**config.mk**
```make
export PLATFORM = sky130hd
export DESIGN_NAME = multi_cycle_core
export DESIGN_NICKNAME = d
export VERILOG_FILES = /design/src/rtl/multi_cycle_core.sv
export SDC_FILE = /design/constraint.sdc
export NUM_CORES = 2
export LEC_CHECK = 0
export CAP_MARGIN = 20
export CORE_MARGIN = 8
export CORE_UTILIZATION = 50
export CTS_CLUSTER_SIZE = 25
export DETAILED_ROUTE_END_ITERATION = 6
export PLACE_DENSITY = 0.77
export SYNTH_ARGS = -nofsm -noshare
export SYNTH_HDL_FRONTEND = slang
export SYNTH_SLANG_ARGS = --single-unit
```
**constraint.sdc**
```tcl
create_clock -name Clock -period 4.4 [get_ports Clock]
set_clock_uncertainty 0.2 [all_clocks]
set_input_delay 0.44 -clock Clock [delete_from_list [all_inputs] [get_ports Clock]]
set_output_delay 0.44 -clock Clock [all_outputs]
set_load 0.1 [all_outputs]
```
**src/rtl/multi_cycle_core.sv**
```systemverilog
// multi_cycle_core: five-state multi-cycle MIPS subset core sharing one memory port for fetch and data.
// Define MULTI_CYCLE_CORE_JAL_EN to make opcode 03h (jal) legal; otherwise it decodes as illegal.
module multi_cycle_core #(
  parameter logic [31:0] RESET_PC = 32'h0000_0000,
  parameter int unsigned ADDR_W   = 32
) (
  input  logic              Clock,
  input  logic              Reset,
  output logic              mem_req,
  output logic              mem_we,
  output logic [ADDR_W-1:0] mem_addr,
  output logic [31:0]       mem_wdata,
  input  logic [31:0]       mem_rdata,
  input  logic              mem_ready,
  output logic [31:0]       PC_out,
  output logic [31:0]       ALU_out,
  output logic [31:0]       MEM_out,
  output logic              retire,
  output logic              illegal
);

  localparam logic [5:0] OP_RTYPE = 6'h00;
  localparam logic [5:0] OP_J     = 6'h02;
  localparam logic [5:0] OP_BEQ   = 6'h04;
  localparam logic [5:0] OP_ADDI  = 6'h08;
  localparam logic [5:0] OP_LW    = 6'h23;
  localparam logic [5:0] OP_SW    = 6'h2B;
  localparam logic [5:0] F_ADD    = 6'h20;
  localparam logic [5:0] F_SUB    = 6'h22;
  localparam logic [5:0] F_AND    = 6'h24;
  localparam logic [5:0] F_OR     = 6'h25;
  localparam logic [5:0] F_SLT    = 6'h2A;

  typedef enum logic [2:0] {
    FETCH,
    DECODE,
    EXEC,
    MEM,
    WB
  } state_t;

  state_t r_state;
  state_t w_next;

  logic [31:0] r_pc;
  logic [31:0] r_ir;
  logic [31:0] r_a;
  logic [31:0] r_b;
  logic [31:0] r_alu;
  logic [31:0] r_mem;
  logic        r_rst_q;
  logic [31:0] r_rf [32];

  logic [5:0]  w_op;
  logic [5:0]  w_funct;
  logic [4:0]  w_rs;
  logic [4:0]  w_rt;
  logic [4:0]  w_rd;
  logic [4:0]  w_shamt;
  logic [31:0] w_simm;
  logic [31:0] w_rd_a;
  logic [31:0] w_rd_b;
  logic [31:0] w_alu;

  logic w_is_r;
  logic w_is_lw;
  logic w_is_sw;
  logic w_is_beq;
  logic w_is_addi;
  logic w_is_j;
  logic w_is_jal;
  logic w_legal;

  logic w_mem_phase;
  logic w_mem_go;
  logic w_retire;
  logic w_illegal;
  logic        w_rf_we;
  logic [4:0]  w_rf_waddr;
  logic [31:0] w_rf_wdata;

  // Instruction fields
  assign w_op    = r_ir[31:26];
  assign w_rs    = r_ir[25:21];
  assign w_rt    = r_ir[20:16];
  assign w_rd    = r_ir[15:11];
  assign w_shamt = r_ir[10:6];
  assign w_funct = r_ir[5:0];
  assign w_simm  = {{16{r_ir[15]}}, r_ir[15:0]};

  always_comb begin
    w_is_r = 1'b0;
    if (w_op == OP_RTYPE && w_shamt == 5'd0) begin
      case (w_funct)
        F_ADD, F_SUB, F_AND, F_OR, F_SLT: w_is_r = 1'b1;
        default:                          w_is_r = 1'b0;
      endcase
    end
  end

  assign w_is_lw   = (w_op == OP_LW);
  assign w_is_sw   = (w_op == OP_SW);
  assign w_is_beq  = (w_op == OP_BEQ);
  assign w_is_addi = (w_op == OP_ADDI);
  assign w_is_j    = (w_op == OP_J);

`ifdef MULTI_CYCLE_CORE_JAL_EN
  localparam logic [5:0] OP_JAL = 6'h03;
  assign w_is_jal = (w_op == OP_JAL);
`else
  assign w_is_jal = 1'b0;
`endif

  assign w_legal = w_is_r | w_is_lw | w_is_sw | w_is_beq | w_is_addi | w_is_j | w_is_jal;

  // r0 is held at zero by reset and never written, so no read-side mux is needed
  assign w_rd_a = r_rf[w_rs];
  assign w_rd_b = r_rf[w_rt];

  always_comb begin
    w_alu = r_a + w_simm;
    if (w_is_r) begin
      case (w_funct)
        F_ADD:   w_alu = r_a + r_b;
        F_SUB:   w_alu = r_a - r_b;
        F_AND:   w_alu = r_a & r_b;
        F_OR:    w_alu = r_a | r_b;
        F_SLT:   w_alu = {31'd0, ($signed(r_a) < $signed(r_b))};
        default: w_alu = r_a + r_b;
      endcase
    end
  end

  // r_rst_q keeps the port idle for the cycle following a sampled reset
  assign w_mem_phase = ((r_state == FETCH) || (r_state == MEM)) && !r_rst_q;
  assign w_mem_go    = w_mem_phase & mem_ready;

  assign mem_req   = w_mem_phase;
  assign mem_we    = (r_state == MEM) && w_is_sw;
  assign mem_addr  = (r_state == MEM) ? r_alu[ADDR_W-1:0] : r_pc[ADDR_W-1:0];
  assign mem_wdata = r_b;

  assign PC_out  = r_pc;
  assign ALU_out = r_alu;
  assign MEM_out = r_mem;
  assign retire  = w_retire & ~Reset;
  assign illegal = w_illegal & ~Reset;

  always_ff @(posedge Clock) begin
    if (Reset) begin
      r_state <= FETCH;
    end else begin
      r_state <= w_next;
    end
  end

  always_comb begin
    w_next     = r_state;
    w_retire   = 1'b0;
    w_illegal  = 1'b0;
    w_rf_we    = 1'b0;
    w_rf_waddr = 5'd0;
    w_rf_wdata = '0;
    case (r_state)
      FETCH: begin
        if (w_mem_go) w_next = DECODE;
      end
      DECODE: begin
        if (w_legal) begin
          w_next = EXEC;
        end else begin
          w_illegal = 1'b1;
          w_retire  = 1'b1;
          w_next    = FETCH;
        end
      end
      EXEC: begin
        if (w_is_r || w_is_addi) begin
          w_next = WB;
        end else if (w_is_lw || w_is_sw) begin
          w_next = MEM;
        end else begin
          w_retire = 1'b1;
          w_next   = FETCH;
        end
        if (w_is_jal) begin
          w_rf_we    = 1'b1;
          w_rf_waddr = 5'd31;
          w_rf_wdata = r_pc;
        end
      end
      MEM: begin
        if (w_mem_go) begin
          if (w_is_sw) begin
            w_retire = 1'b1;
            w_next   = FETCH;
          end else begin
            w_next = WB;
          end
        end
      end
      WB: begin
        w_rf_we    = 1'b1;
        w_rf_waddr = w_is_r ? w_rd : w_rt;
        w_rf_wdata = w_is_lw ? r_mem : r_alu;
        w_retire   = 1'b1;
        w_next     = FETCH;
      end
      default: w_next = FETCH;
    endcase
  end

  always_ff @(posedge Clock) begin
    if (Reset) begin
      r_pc    <= RESET_PC;
      r_ir    <= '0;
      r_a     <= '0;
      r_b     <= '0;
      r_alu   <= '0;
      r_mem   <= '0;
      r_rst_q <= 1'b1;
    end else begin
      r_rst_q <= 1'b0;
      case (r_state)
        FETCH: begin
          if (w_mem_go) begin
            r_ir <= mem_rdata;
            r_pc <= r_pc + 32'd4;
          end
        end
        DECODE: begin
          r_a <= w_rd_a;
          r_b <= w_rd_b;
        end
        EXEC: begin
          if (w_is_r || w_is_addi || w_is_lw || w_is_sw) r_alu <= w_alu;
          if (w_is_beq && (r_a == r_b)) r_pc <= r_pc + {w_simm[29:0], 2'b00};
          if (w_is_j || w_is_jal) r_pc <= {r_pc[31:28], r_ir[25:0], 2'b00};
        end
        MEM: begin
          if (w_mem_go && w_is_lw) r_mem <= mem_rdata;
        end
        default: ;
      endcase
    end
  end

  always_ff @(posedge Clock) begin
    if (Reset) begin
      r_rf <= '{default: '0};
    end else if (w_rf_we && (w_rf_waddr != 5'd0)) begin
      r_rf[w_rf_waddr] <= w_rf_wdata;
    end
  end

endmodule

```
Yosys cells after proc, flatten, opt, wreduce, memory -nomap -nowiden
Index checks and enable logic that the tools add are counted.
Word-level totals
  register bits: 1220
  bits of input ports: 35
  logic and storage cells: 148
Operators by class
  add/sub/neg operators: 5
  $lt $le $gt $ge: 5
  equality and inequality tests: 20
  multiplexer cells: 38
  bitwise operators: 14
  reduce and logical (&&, ||, !) cells: 25
Operators by type and width (count)
  $bwmux W1024: 1
  $mux W32: 12
  $bmux W32 S5: 2
  $demux W32 S5: 1
  $pmux W32 S4: 1
  $add A32 B32 Y32: 3
  $pmux W32 S2: 1
  $eq A6 B6 Y1 const B: 7
  $add A32 B3 Y32 const B: 1
  $and A32 B32 Y32: 1
  $eq A32 B32 Y1: 1
  $lt A32 B32 Y1: 1
  $or A32 B32 Y32: 1
  $sub A32 B32 Y32: 1
  $ge A6 B6 Y1 const B: 3
  $not A5 Y6: 3
  $mux W3: 4
  $pmux W3 S4: 1
  $mux W1: 10
  $mux W5: 2
  $ne A2 B2 Y1 const B: 4
  $reduce_and A2 Y1: 4
  $logic_and A1 B1 Y1: 7
  $eq A3 B2 Y1 const B: 2
  other kinds (22): 33

Depth between registers and ports, before layout
  word-level depth: 12
  gate-level depth with buffers: 15
  gate-level depth less buffers: 13

Least setup slack after synthesis
No wires, ideal clock.
  path type: reg-to-output
  from: register r_state[1]
  to: output retire
  arrival time: 4.798 ns
  data required time: 3.760 ns
  slack: -1.038 ns
  stages on the path, launching flop included: 10
  buffers on the path: 1
  cell sequence: dfxtp_1 clkbuf_1 xor2_1 nor3_1 a31oi_1 o21ai_0 a22oi_1 nor2_1 nor2_1 nor2_1
Between the ends
  word-level cells in the longest chain between the ends: 7
  elaborated cells between the ends (all ways): 11
  those cells by class: eq/ne: 4; mux: 2; bitwise: 2; reduce/logical: 3
RTL lines
  start: declaration: RTL line 42  | state_t r_state;
  start signal: assignment: RTL line 153  | r_state <= w_next;
  $eq A3 B2 Y1 / $logic_not A3 Y1 (equally long branches): RTL line 135  | assign w_mem_phase = ((r_state == FETCH) || (r_state == MEM)) && !r_rst_q;
  $logic_or A1 B1 Y1 *: RTL line 135
  $logic_and A1 B1 Y1 *: RTL line 135
  via mem_req: RTL line 9  | output logic mem_req,
  $and A1 B1 Y1 *: RTL line 136  | assign w_mem_go = w_mem_phase & mem_ready;
  $mux W1 *: RTL line 193  | if (w_mem_go) begin
  $pmux W1 S4 *: RTL line 164  | case (r_state)
  $and A1 B1 Y1 *: RTL line 146  | assign retire = w_retire & ~Reset;
  end: declaration: RTL line 18  | output logic retire,
The timed path passes the listed nets; every way through them passes the cells marked *.

Worst setup path after layout
  from: register r_ir[4]
  to: output retire
Between the ends
  word-level cells in the longest chain between the ends: 12
  elaborated cells between the ends (all ways): 18
  those cells by class: eq/ne: 5; mux: 5; bitwise: 6; reduce/logical: 2
RTL lines
  start: declaration: RTL line 46  | logic [31:0] r_ir;
  start signal: assignment: RTL line 227  | r_ir <= mem_rdata;
  $eq A6 B6 Y1: RTL line 94  | case (w_funct)
  $reduce_or A5 Y1 *: RTL line 94
  $mux W1 *: RTL line 94
  $mux W1 *: RTL line 93  | if (w_op == OP_RTYPE && w_shamt == 5'd0) begin
  $or A1 B1 Y1 (5 in series): RTL line 114  | assign w_legal = w_is_r | w_is_lw | w_is_sw | w_is_beq | w_is_addi | w_is_j | w_is_jal;
  $mux W1: RTL line 169  | if (w_legal) begin
  $pmux W1 S4 *: RTL line 164
  $and A1 B1 Y1 *: RTL line 146
Mark *: on every way between the ends. The rest lies on a longest branch, timed or not.

==> results.tsv <==
metric	value	unit
area leader, netlist	dfxtp_1	
fin crit period	4.23	ns
violated checks	design-rule violations	
Port Buf Inserts	196	
RR Startpoint	r_a[0]	
Mapped Cells	7005	
maximum clock rate	0.237	GHz
Peak VDD IR	338	uV
Nets	7173	
vias in the first global route	57300	
R2R depth	13	
hold depth	3	
PD cells	315	nW/um^2
Crit path depth	12	
total power	24.4	mW
setup bufs post-CTS	0	
Num CTS Buffers	120	
H-tree lvl count	3	
Crit Path Max Fanout	18	
status	finished with violations	
Slew Viols, Final	0	
WP data required	3.76	ns
top cells by area, synth	dfxtp_1 (36%), mux4_2 (21%), mux2i_1 (11%)	
internal power	18.1	mW
post-route ant nets	0	
vias	58900	
Largest delay share family, worst path	simple AND/OR/NAND/NOR gates	
DR iter-0 viols	8683	
commonest non-fill, non-tap cell in the layout	dfxtp_1	
Hold EP	r_ir[27]	
crit-path cells	nand2b_1 > a21oi_1 > nand4_1 > buf_6 > and3_1 > o31ai_1 > o21ai_0 > a22oi_1 > nor2_1 > nor2_1 > nor2_1 > buf_12	
DRC violations left	1	
TNS Setup	0	ns
Max-Cap Viols	0	
Worst setup EP type	output pin	
Layout Cells excl Fill	8868	
CP max stage cell	dfxtp_1	
Seq pwr share	45.9	%
area delta synth->final	13.6	%
Synth cell types	92	
Core Area	135000	sq um
Final Util	57.2	%
Async SR Flop Fraction	0	%
full die area	148000	sq um
Max clock buf depth	3	
Sw Share	26.0	%
WP buf/inv	2	
routed len/inst	28.2	um
final hold viol count	0	
I/O pins	199	
Die W	385	um
Leakage	25.3	nW
row count	135	
antenna violations before repair	8	
clock root cell	clkbuf_16	
Clock Power Share	45.3	%
R2R Setup Slk	0.31	ns
switching power	6.35	mW
CP most frequent cell	nor2_1	
combinational power share	8.8	%
period utilisation layout	96.1	%
WP data arrival	3.59	ns
RSZ-0062 raised after global routing	no	
final setup fails	0	
Synth Register Bits	1218	
First-pass DRT Iterations	7	
HP Class	in -> reg	
Placed Cells	8635	
most frequent cells in the layout	dfxtp_1 (1207), nand2_1 (1061), nor2_1 (901), mux2i_1 (753), mux4_2 (640)	
chip height	385	um
gr usage total	32.6	%
Post-synth top flop	dfxtp_1	
Detailed Route WL	250000	um
clk sinks	1218	
reg2reg end	ALU_out[30]	
fill count	11100	
crit path from	r_ir[4]	
slowest stage delay, CP	0.48	ns
Crit Path Category	reg -> out	
Hold Path Origin	mem_rdata[27]	
Max-Slew Margin vs Limit	18.8	%
Synth Area per Inst	9.73	sq um
clock insertion delay at the later pin of the skew report	0.79	ns
number of synthesized flops with an enable pin	0	
GPL Wtd Cong	0.999	
largest net degree at the start of global routing	176	
Synthesis Warnings	0	
synthesized area	68200	sq um
Critical Path Start Type	flop	
share of the synthesized area in the top cell type	35.8	%
CTS tree	done	
share of layout cells above drive strength 1	18.8	%
first-pass GRT wire length	369000	um
Final HPWL DP	165000	um
initial core utilization	50.3	%
total congestion overflow	0	
register area share after synthesis	35.8	%
clk slew on worst S/H paths	0.07	ns
via-per-instance ratio	6.64	
Worst-Margin Slew	1.22	ns
[power groups by stage]
stage               clock [mW]  combinational, mW  sequential, mW
floorplan                    0               1.33            11.5
global placement             0               2.10            11.4
detailed placement           0               2.09            11.4
CTS                       11.1               2.10            11.2
global route              11.6               2.27            11.2
finish                    11.1               2.15            11.2
[kinds of logic (layout without fill, tap and decap cells)]
kind of cell / after synthesis / in the layout / synth area share (%)
compound gates: 1114 / 1114 / 9.96
xor+xnor: 51 / 51 / 0.655
fa+ha+maj: 161 / 161 / 3.00
buf+inv: 781 / 856 / 4.76
flops: 1218 / 1218 / 35.8
mux: 1395 / 1395 / 32.2
other cells: 1 / 8 / 0.00550
simple gates: 2284 / 2284 / 13.6
[layer usage]
metal  global-route usage (%)  wire length [um]  vias to the layer above
met2                     50.7            111000                     4011
met4                     20.8             18500                       12
li1                         -                 -                    25100
met5                    0.297               127                        -
met3                     8.23             30000                     1091
met1                     40.5             90500                    28700
[cell usage after synthesis, types with 7 or more instances]
cell and n:
o22ai_1 24, nor3b_1 13, nand3_1 41, nand3b_1 8, and3_1 20, nand2_1 1062
mux2i_1 753, nor4_1 16, dfxtp_1 1218, or2_2 13, buf_4 56, buf_2 78
a2111oi_0 9, inv_1 130, buf_1 71, nand4_1 17, a21o_1 47, o211ai_1 27
a21oi_1 563, o21bai_1 22, xnor2_1 32, nand2b_1 14, and2_1 8, a221oi_1 20
nor2b_1 47, o21ai_0 142, nor3_1 49, mux4_2 640, or3_1 15, ha_1 157
a311oi_1 7, a22oi_1 13, a211oi_1 98, nor2_2 12, o21a_1 8, xor2_1 19
clkbuf_1 443, nor2_1 926, o31ai_1 11, a31oi_1 26, o221ai_1 12
[sequential cells by signal (all words and copies together) (netlist names)]
| signal | cells |
|---|---|
| ALU_out | 32 |
| MEM_out | 32 |
| PC_out | 30 |
| mem_wdata | 32 |
| r_a | 32 |
| r_ir | 32 |
| r_rf | 1024 |
| r_rst_q | 1 |
| r_state | 3 |
[worst max path at each step]
stage / to
after floorplan: illegal
after global placement: ALU_out[30]
after detailed placement: ALU_out[30]
after CTS: retire
after global routing: retire
final: retire
[tightest hold or removal path, delay by kind of cell]
family,cells,cell delay [ns]
buffers and inverters,1,0.42
and+or+nand+nor,1,0.06
AOI/OAI and AO/OA,1,0.05
[stage by stage]
stage	instance area, sq um	hold slack (ns)	setup slack, ns
2_1_floorplan	68200	0.243	0.0363
3_3_place_gp	73100	0.248	0.376
3_5_place_dp	73200	0.259	0.265
4_1_cts	77400	0.00135	0.177
5_1_grt	77400	0.0585	0.0111
6_report	77400	0.0343	0.173
[area by class of cell]
type,instances,area [sq um],area share (%)
diodes,6,15.0,0.0194
clock buffers,159,3450,4.46
clock inverters,67,773,0.999
inverters,131,492,0.635
multi-input cells,5007,40900,52.9
flip-flops and latches,1218,24400,31.5
well taps,1781,2230,2.88
repair buffers,499,5120,6.61
[repair_timing]
item                                   CTS  global route
hold buffers                             1             0
endpoints found under the hold margin   30             0
setup endpoints to repair                0             2
gates resized for setup                  0             2
Note: power is estimated with default switching activity, not from simulation.
